`src/rtl/rv32i_pkg.sv`:
```
// Shared rv32i package: memory access size and LSU state encodings, plus a
// helper that decides whether an access violates its natural alignment.
package rv32i_pkg;

  typedef enum logic [1:0] {
    MEM_BYTE = 2'd0,
    MEM_HALF = 2'd1,
    MEM_WORD = 2'd2
  } mem_size_e;

  typedef enum logic [1:0] {
    LSU_IDLE  = 2'd0,
    LSU_ISSUE = 2'd1,
    LSU_WAIT  = 2'd2,
    LSU_DONE  = 2'd3
  } lsu_state_e;

  // The reserved size encoding (2'b11) is rejected like a misaligned access
  // so it can never reach the PSRAM.
  function automatic logic is_misaligned(input mem_size_e size, input logic [1:0] lsb);
    case (size)
      MEM_BYTE: is_misaligned = 1'b0;
      MEM_HALF: is_misaligned = lsb[0];
      MEM_WORD: is_misaligned = |lsb;
      default:  is_misaligned = 1'b1;
    endcase
  endfunction

endpackage

```
`src/rtl/lsu_align.sv`:
```
// lsu_align: combinational lane steering between the 32-bit core data path
// and the 16-bit PSRAM data path.
//   size, addr_b0, beat, wdata -> wr_data, wr_high, wr_low (store lanes/strobes)
//   size, addr_b0, is_unsigned, rd_lo, rd_hi -> rd_data (extended load value)
module lsu_align
  import rv32i_pkg::*;
(
  input  mem_size_e   size,
  input  logic        addr_b0,
  input  logic        beat,
  input  logic [31:0] wdata,
  input  logic        is_unsigned,
  input  logic [15:0] rd_lo,
  input  logic [15:0] rd_hi,
  output logic [15:0] wr_data,
  output logic        wr_high,
  output logic        wr_low,
  output logic [31:0] rd_data
);

  logic [7:0] byte_sel;

  assign byte_sel = addr_b0 ? rd_lo[15:8] : rd_lo[7:0];

  // Store side: a byte is replicated on both lanes and the strobe picks the
  // lane; a word sends its low half on beat 0 and its high half on beat 1.
  always_comb begin
    // NOTE: every output gets a default before the case so no latch is inferred.
    wr_data = wdata[15:0];
    wr_high = 1'b1;
    wr_low  = 1'b1;
    case (size)
      MEM_BYTE: begin
        wr_data = {wdata[7:0], wdata[7:0]};
        wr_high = addr_b0;
        wr_low  = ~addr_b0;
      end
      MEM_WORD: wr_data = beat ? wdata[31:16] : wdata[15:0];
      default:  ;
    endcase
  end

  // Load side: extract the addressed lane and sign/zero-extend.
  always_comb begin
    rd_data = '0;
    case (size)
      MEM_BYTE: rd_data = {{24{~is_unsigned & byte_sel[7]}}, byte_sel};
      MEM_HALF: rd_data = {{16{~is_unsigned & rd_lo[15]}}, rd_lo};
      MEM_WORD: rd_data = {rd_hi, rd_lo};
      default:  ;
    endcase
  end

endmodule

```
`src/rtl/psram_lsu.sv`:
```
// psram_lsu: single-outstanding load/store unit bridging a 32-bit core
// memory port to 16-bit PSRAM banks. Word accesses are split into two
// 16-bit beats (low half first).
//   Core side : req_valid/we/addr/size/unsigned/wdata in; stall, rsp_valid,
//               rsp_rdata, rsp_err out.
//   PSRAM side: ps_bank_sel, ps_addr, ps_data_in, byte strobes,
//               ps_write_en/ps_read_en out; ps_data_out, ps_read_avail,
//               ps_busy in.
module psram_lsu
  import rv32i_pkg::*;
#(
  parameter int ADDR_W    = 22,
  parameter int NUM_BANKS = 2,
  parameter int TIMEOUT   = 255
) (
  input  logic                                  clk,
  input  logic                                  reset_n,
  input  logic                                  req_valid,
  input  logic                                  req_we,
  input  logic [31:0]                           req_addr,
  input  mem_size_e                             req_size,
  input  logic                                  req_unsigned,
  input  logic [31:0]                           req_wdata,
  output logic                                  stall,
  output logic                                  rsp_valid,
  output logic [31:0]                           rsp_rdata,
  output logic                                  rsp_err,
  output logic [((NUM_BANKS > 1) ? $clog2(NUM_BANKS) : 1)-1:0] ps_bank_sel,
  output logic [ADDR_W-1:0]                     ps_addr,
  output logic [15:0]                           ps_data_in,
  output logic                                  ps_write_high_byte,
  output logic                                  ps_write_low_byte,
  output logic                                  ps_write_en,
  output logic                                  ps_read_en,
  input  logic [15:0]                           ps_data_out,
  input  logic                                  ps_read_avail,
  input  logic                                  ps_busy
);

  localparam int BANK_W = (NUM_BANKS > 1) ? $clog2(NUM_BANKS) : 1;
  localparam int CNT_W  = (TIMEOUT > 1) ? $clog2(TIMEOUT + 1) : 1;
  localparam logic [CNT_W-1:0] CNT_LAST = CNT_W'(TIMEOUT - 1);

  lsu_state_e        state;
  logic              beat_q;
  logic [CNT_W-1:0]  cnt_q;
  logic [ADDR_W-1:0] word_addr_q;
  logic [BANK_W-1:0] bank_q;
  logic              addr_b0_q;
  logic [31:0]       wdata_q;
  mem_size_e         size_q;
  logic              we_q;
  logic              unsigned_q;
  logic              err_q;
  logic [15:0]       lo_q;
  logic [15:0]       hi_q;

  logic [BANK_W-1:0] req_bank;
  logic              issue_fire;
  logic              beat_done;
  logic [15:0]       wr_data;
  logic              wr_high;
  logic              wr_low;
  logic [31:0]       ld_data;

  generate
    if (NUM_BANKS > 1) begin : g_bank
      assign req_bank = req_addr[ADDR_W+1 +: BANK_W];
    end else begin : g_single
      assign req_bank = 1'b0;
    end
  endgenerate

  lsu_align u_align (
    .size        (size_q),
    .addr_b0     (addr_b0_q),
    .beat        (beat_q),
    .wdata       (wdata_q),
    .is_unsigned (unsigned_q),
    .rd_lo       (lo_q),
    .rd_hi       (hi_q),
    .wr_data     (wr_data),
    .wr_high     (wr_high),
    .wr_low      (wr_low),
    .rd_data     (ld_data)
  );

  // The strobe fires in the single ISSUE cycle where the PSRAM is free; the
  // FSM leaves ISSUE on that same edge, so the pulse is exactly one cycle.
  assign issue_fire = (state == LSU_ISSUE) && !ps_busy;
  assign ps_read_en  = issue_fire && !we_q;
  assign ps_write_en = issue_fire && we_q;
  assign ps_write_high_byte = ps_write_en && wr_high;
  assign ps_write_low_byte  = ps_write_en && wr_low;
  assign ps_data_in  = wr_data;
  assign ps_bank_sel = bank_q;
  // Second beat of a word wraps inside the bank's word address space.
  assign ps_addr     = word_addr_q + ADDR_W'(beat_q);

  // A store beat is accepted once the PSRAM drops busy; WAIT is always at
  // least one cycle after the issue pulse.
  assign beat_done = we_q ? !ps_busy : ps_read_avail;

  assign stall     = ((state == LSU_IDLE) && req_valid) ||
                     (state == LSU_ISSUE) || (state == LSU_WAIT);
  assign rsp_valid = (state == LSU_DONE);
  assign rsp_err   = rsp_valid && err_q;
  assign rsp_rdata = (rsp_valid && !err_q && !we_q) ? ld_data : '0;

  // NOTE: sequential state uses non-blocking assignments only, so every
  // register samples pre-edge values regardless of statement order.
  always_ff @(posedge clk or negedge reset_n) begin
    if (!reset_n) begin
      state       <= LSU_IDLE;
      beat_q      <= 1'b0;
      cnt_q       <= '0;
      word_addr_q <= '0;
      bank_q      <= '0;
      addr_b0_q   <= 1'b0;
      wdata_q     <= '0;
      size_q      <= MEM_BYTE;
      we_q        <= 1'b0;
      unsigned_q  <= 1'b0;
      err_q       <= 1'b0;
      lo_q        <= '0;
      hi_q        <= '0;
    end else begin
      case (state)
        LSU_IDLE: begin
          if (req_valid) begin
            word_addr_q <= req_addr[ADDR_W:1];
            bank_q      <= req_bank;
            addr_b0_q   <= req_addr[0];
            wdata_q     <= req_wdata;
            size_q      <= req_size;
            we_q        <= req_we;
            unsigned_q  <= req_unsigned;
            beat_q      <= 1'b0;
            cnt_q       <= '0;
            lo_q        <= '0;
            hi_q        <= '0;
            if (is_misaligned(req_size, req_addr[1:0])) begin
              err_q <= 1'b1;
              state <= LSU_DONE;
            end else begin
              err_q <= 1'b0;
              state <= LSU_ISSUE;
            end
          end
        end
        LSU_ISSUE: begin
          if (!ps_busy) begin
            cnt_q <= '0;
            state <= LSU_WAIT;
          end
        end
        LSU_WAIT: begin
          if (beat_done) begin
            if (!we_q) begin
              if (beat_q) hi_q <= ps_data_out;
              else        lo_q <= ps_data_out;
            end
            if ((size_q == MEM_WORD) && !beat_q) begin
              beat_q <= 1'b1;
              state  <= LSU_ISSUE;
            end else begin
              state <= LSU_DONE;
            end
          end else if (cnt_q == CNT_LAST) begin
            // Timeout abandons any remaining beats; rsp_rdata is masked by err.
            err_q <= 1'b1;
            state <= LSU_DONE;
          end else begin
            cnt_q <= cnt_q + 1'b1;
          end
        end
        LSU_DONE: begin
          beat_q <= 1'b0;
          state  <= LSU_IDLE;
        end
        default: state <= LSU_IDLE;
      endcase
    end
  end

endmodule

```
`config.mk`:
```
export PLATFORM = sky130hd
export DESIGN_NAME = psram_lsu
export DESIGN_NICKNAME = d
export VERILOG_FILES = /design/src/rtl/rv32i_pkg.sv /design/src/rtl/lsu_align.sv /design/src/rtl/psram_lsu.sv
export SDC_FILE = /design/constraint.sdc
export NUM_CORES = 1
export LEC_CHECK = 0
export CORE_MARGIN = 3
export CORE_UTILIZATION = 30
export CTS_CLUSTER_DIAMETER = 120
export DETAILED_ROUTE_END_ITERATION = 8
export PLACE_DENSITY = 0.66
export SLEW_MARGIN = 20
export SYNTH_ARGS = -nofsm -noshare
export SYNTH_HDL_FRONTEND = slang
export SYNTH_SLANG_ARGS = --single-unit
```
`constraint.sdc`:
```
create_clock -name clk -period 2.2 [get_ports clk]
set_input_delay 0.22 -clock clk [delete_from_list [all_inputs] [get_ports clk]]
set_output_delay 0.22 -clock clk [all_outputs]
set_load 0.02 [all_outputs]
```
==> metrics.md <==
| Metric | Value |
|---|---|
| Status | `finished clean` |
| Worst setup SP type | `register` |
| Core Area | `about 0.018 mm2` |
| Die height | `~140 um` |
| Final setup TNS | `0 ns` |
| Cell Area, Synth | `approximately 0.0055 mm2` |
| Number of flops mapped to enable cells by yosys | `0` |
| Top Ports | `approximately 170` |
| RSZ-0062 raised after global routing | `true` |
| Largest net degree at the start of global routing | `53` |
| Mapped Nets | `between 500 and 600` |
| Critical path endpoint category | `output pin` |
| Synth Warn # | `0` |
| GRT Resource Usage Total | `0.156` |
| Share of cells above drive strength 1 | `0.349` |
| RePlAce Congestion | `0.811` |
| Die Footprint | `0.0198 mm2` |
| Internal power | `~6.4 mW` |
| Vias in the first global route | `4722` |
| Pwr Density | `1380 mW/mm2` |
| Fmax | `roughly 0.47 GHz` |
| CP max-delay cell | `dfrtp_1` |
| Area Growth Syn to Fin | `42.9%` |
| Switching share of power | `0.401` |
| Total design power | `10.7 mW` |
| Routed via count | `between 4000 and 5000` |
| Gr ovfl total | `0` |
| Root buf cell | `clkbuf_16` |
| Synth cell types | `51` |
| Sw power | `about 4.3 mW` |
| Placed Cells | `~910` |
| CTS Sinks | `approximately 100` |
| Critical path, cell by cell | `buf_6, nor2b_2, nand2_1, buf_12, mux2_2, clkdlybuf4s15_2` |
| Syn Area/Cell | `10.8 um2` |
| Minimum clock period | `approximately 2.1 ns` |
| Clk pwr share | `0.151` |
| Seq pwr share | `0.329` |
| Clock transition at the registers of the reported paths | `0.08 ns` |
| Wire length per cell | `between 15 and 20 um` |
| Slowest stage delay, CP | `about 0.4 ns` |
| MaxCap Viol Count | `0` |
| Non-Filler Instances | `924` |
| Final WL | `roughly 16 mm` |
| Yosys reg bits | `approximately 100` |
| Ys async rst share | `1.00` |
| DIE WIDTH | `141 um` |
| Worst-skew pair later-pin latency | `about 0.35 ns` |
| Drt first pass iters | `4` |
| Final setup viols | `0` |
| Htree depth | `3` |
| Antenna Nets Post-Route | `0` |
| Hold Crit Class | `input pin to register` |
| Worst path arrival time | `between 1.5 and 2 ns` |
| Critical Path Fanout Max | `13` |
| VDD IR-drop max | `approximately 640 uV` |
| Slew Viols, Final | `0` |
| First-pass GRT wire length | `24.9 mm` |
| Cell taking the most area after synthesis | `dfrtp_1` |
| Dpl hpwl | `11.5 mm` |
| Inserted Diodes | `0` |
| Seq/Total Area, Yosys | `0.477` |
| DRC Markers | `0` |
| Vias/cell | `slightly below 5` |
| CP Data Required Time | `1.98 ns` |
| Yosys top cell area share | `0.477` |
| CTS Buffer Depth | `2` |
| Main area contributors after synthesis | `dfrtp_1, mux2_2, a21oi_1` |
| Crit Path Class | `register to output pin` |
| Synth Flop Type | `dfrtp_1` |
| Combinational share of power | `0.520` |
| # fillers | `roughly 1700` |
| Tcrit/Tclk final | `0.962` |
| CTS tree | `yes` |
| Nets@finish | `around 800` |
| Slew Limit Headroom | `0.524` |
| Lkg Pwr | `between 3 and 4 nW` |
| Initial Utilization | `0.311` |
| Total CTS buffers | `9` |
| Setup Skew | `between 0.009 and 0.01 ns` |
| Worst-margin pin slew | `about 0.71 ns` |
| Final hold vios | `0` |
| Num rows | `48` |
| # port buffers | `158` |
| Initial DRC count | `approximately 220` |
| Mapped Cells | `506` |
| Initial antenna violation count | `0` |
==> timing repair <==
item | in CTS | in global routing
setup endpoints to repair | 69 | 61
hold buffers | 1 | 0
pin swaps | 0 | 1
buffers inserted | 0 | 2
hold endpoints to repair | 50 | 0
gates resized for setup | 169 | 81
==> layer usage <==
metal,share of wire,wire length [um],global-route usage
met5,0,0,0
met3,0.050,786,0.0373
met2,0.48,7550,0.257
met1,0.46,7130,0.208
met4,0.012,184,0.0388
==> placed cells by master, fill, tap and decap left out, types with 4 or more instances in the layout <==
cell / n
a21oi_1: 35
a21oi_2: 5
a22o_1: 7
a22oi_1: 7
a31oi_1: 7
and2_1: 17
and3_1: 4
buf_12: 7
buf_2: 28
buf_4: 47
clkbuf_16: 9
clkbuf_2: 18
clkdlybuf4s50_1: 86
dfrtp_1: 101
dlygate4sd2_1: 12
inv_1: 12
mux2_2: 85
mux2_4: 10
nand2_1: 43
nand3_1: 16
nor2_1: 29
nor3_1: 4
nor3_2: 5
o21ai_0: 11
o22ai_1: 9
xnor2_1: 7
xor2_1: 13
==> worst paths after layout <==
| kind | from | to | slack (ns) | cells past startpoint |
|---|---|---|---|---|
| max | size_q[1] | ps_data_in[1] | 0.08 | 6 |
| min | req_addr[14] | word_addr_q[13] | 0.43 | 3 |
| max reg2reg | state[1] | cnt_q[6] | 0.34 | 4 |
| min reg2reg | cnt_q[7] | cnt_q[7] | 0.50 | 1 |
| max in group asynchronous | reset_n | addr_b0_q | 1.06 | 3 |
| min in group asynchronous | reset_n | wdata_q[20] | 0.46 | 2 |
==> cell usage after synthesis, types with 9 or more instances <==
master	n
inv_1	12
buf_2	9
nor2_1	31
xor2_1	13
and2_1	17
dfrtp_1	104
mux2_4	10
clkbuf_1	16
a21oi_1	38
o21ai_0	11
nand2_1	43
mux2_2	85
o22ai_1	9
nor3_1	10
nand3_1	17
==> flip-flops by register name (all words and copies together), names as in the netlist <==
register / count
ps_bank_sel: 1
lo_q: 16
cnt_q: 8
beat_q: 1
unsigned_q: 1
state: 2
we_q: 1
wdata_q: 32
hi_q: 16
err_q: 1
word_addr_q: 22
size_q: 2
addr_b0_q: 1
==> kinds of logic (layout without fill, tap and decap cells) <==
group	after synthesis	in the layout	share of synthesized area
compound gates	93	93	0.106
xor+xnor	20	20	0.0321
fa+ha+maj	4	4	0.00918
buf+inv	44	237	0.0374
flops	104	104	0.477
mux	98	98	0.209
simple gates	143	143	0.129
==> cell type report <==
class,instances,area (um2),area share
multi-input cells,358,2750,0.353
flip-flops and latches,104,2610,0.334
repair buffers,208,1800,0.231
well taps,225,282,0.0361
clock buffers,10,239,0.0307
clock inverters,6,62.6,0.00803
inverters,13,48.8,0.00626
==> worst max-delay path: cells and delay by family (launching register included) <==
| kind | cells | cell delay (ns) |
|---|---|---|
| buffers and inverters | 3 | 0.55 |
| flip-flops | 1 | 0.40 |
| multiplexers | 1 | 0.33 |
| AND/OR/NAND/NOR | 2 | 0.26 |
==> stage by stage <==
| step | hold WS (ns) | setup slack (ns) | util | instance area, um2 |
|---|---|---|---|---|
| floorplan | -0.0756 | 0.220 | - | 5450 |
| global placement | 0.310 | -0.110 | 0.433 | 7600 |
| detailed placement | 0.325 | -0.125 | 0.433 | 7600 |
| CTS | 0.416 | -0.00340 | 0.453 | 7940 |
| global route | 0.432 | -0.0318 | 0.444 | 7790 |
| finish | 0.426 | 0.0842 | 0.444 | 7790 |
==> power groups by stage <==
stage,sequential [mW],clock [mW],combinational (mW)
final,3.53,1.62,5.58
after global routing,3.65,1.73,6.03
after global placement,3.47,0,5.75
after detailed placement,3.54,0,5.86
after CTS,3.53,1.67,5.64
after floorplan,3.37,0,3.52
Note: power is estimated with default switching activity, not from simulation.
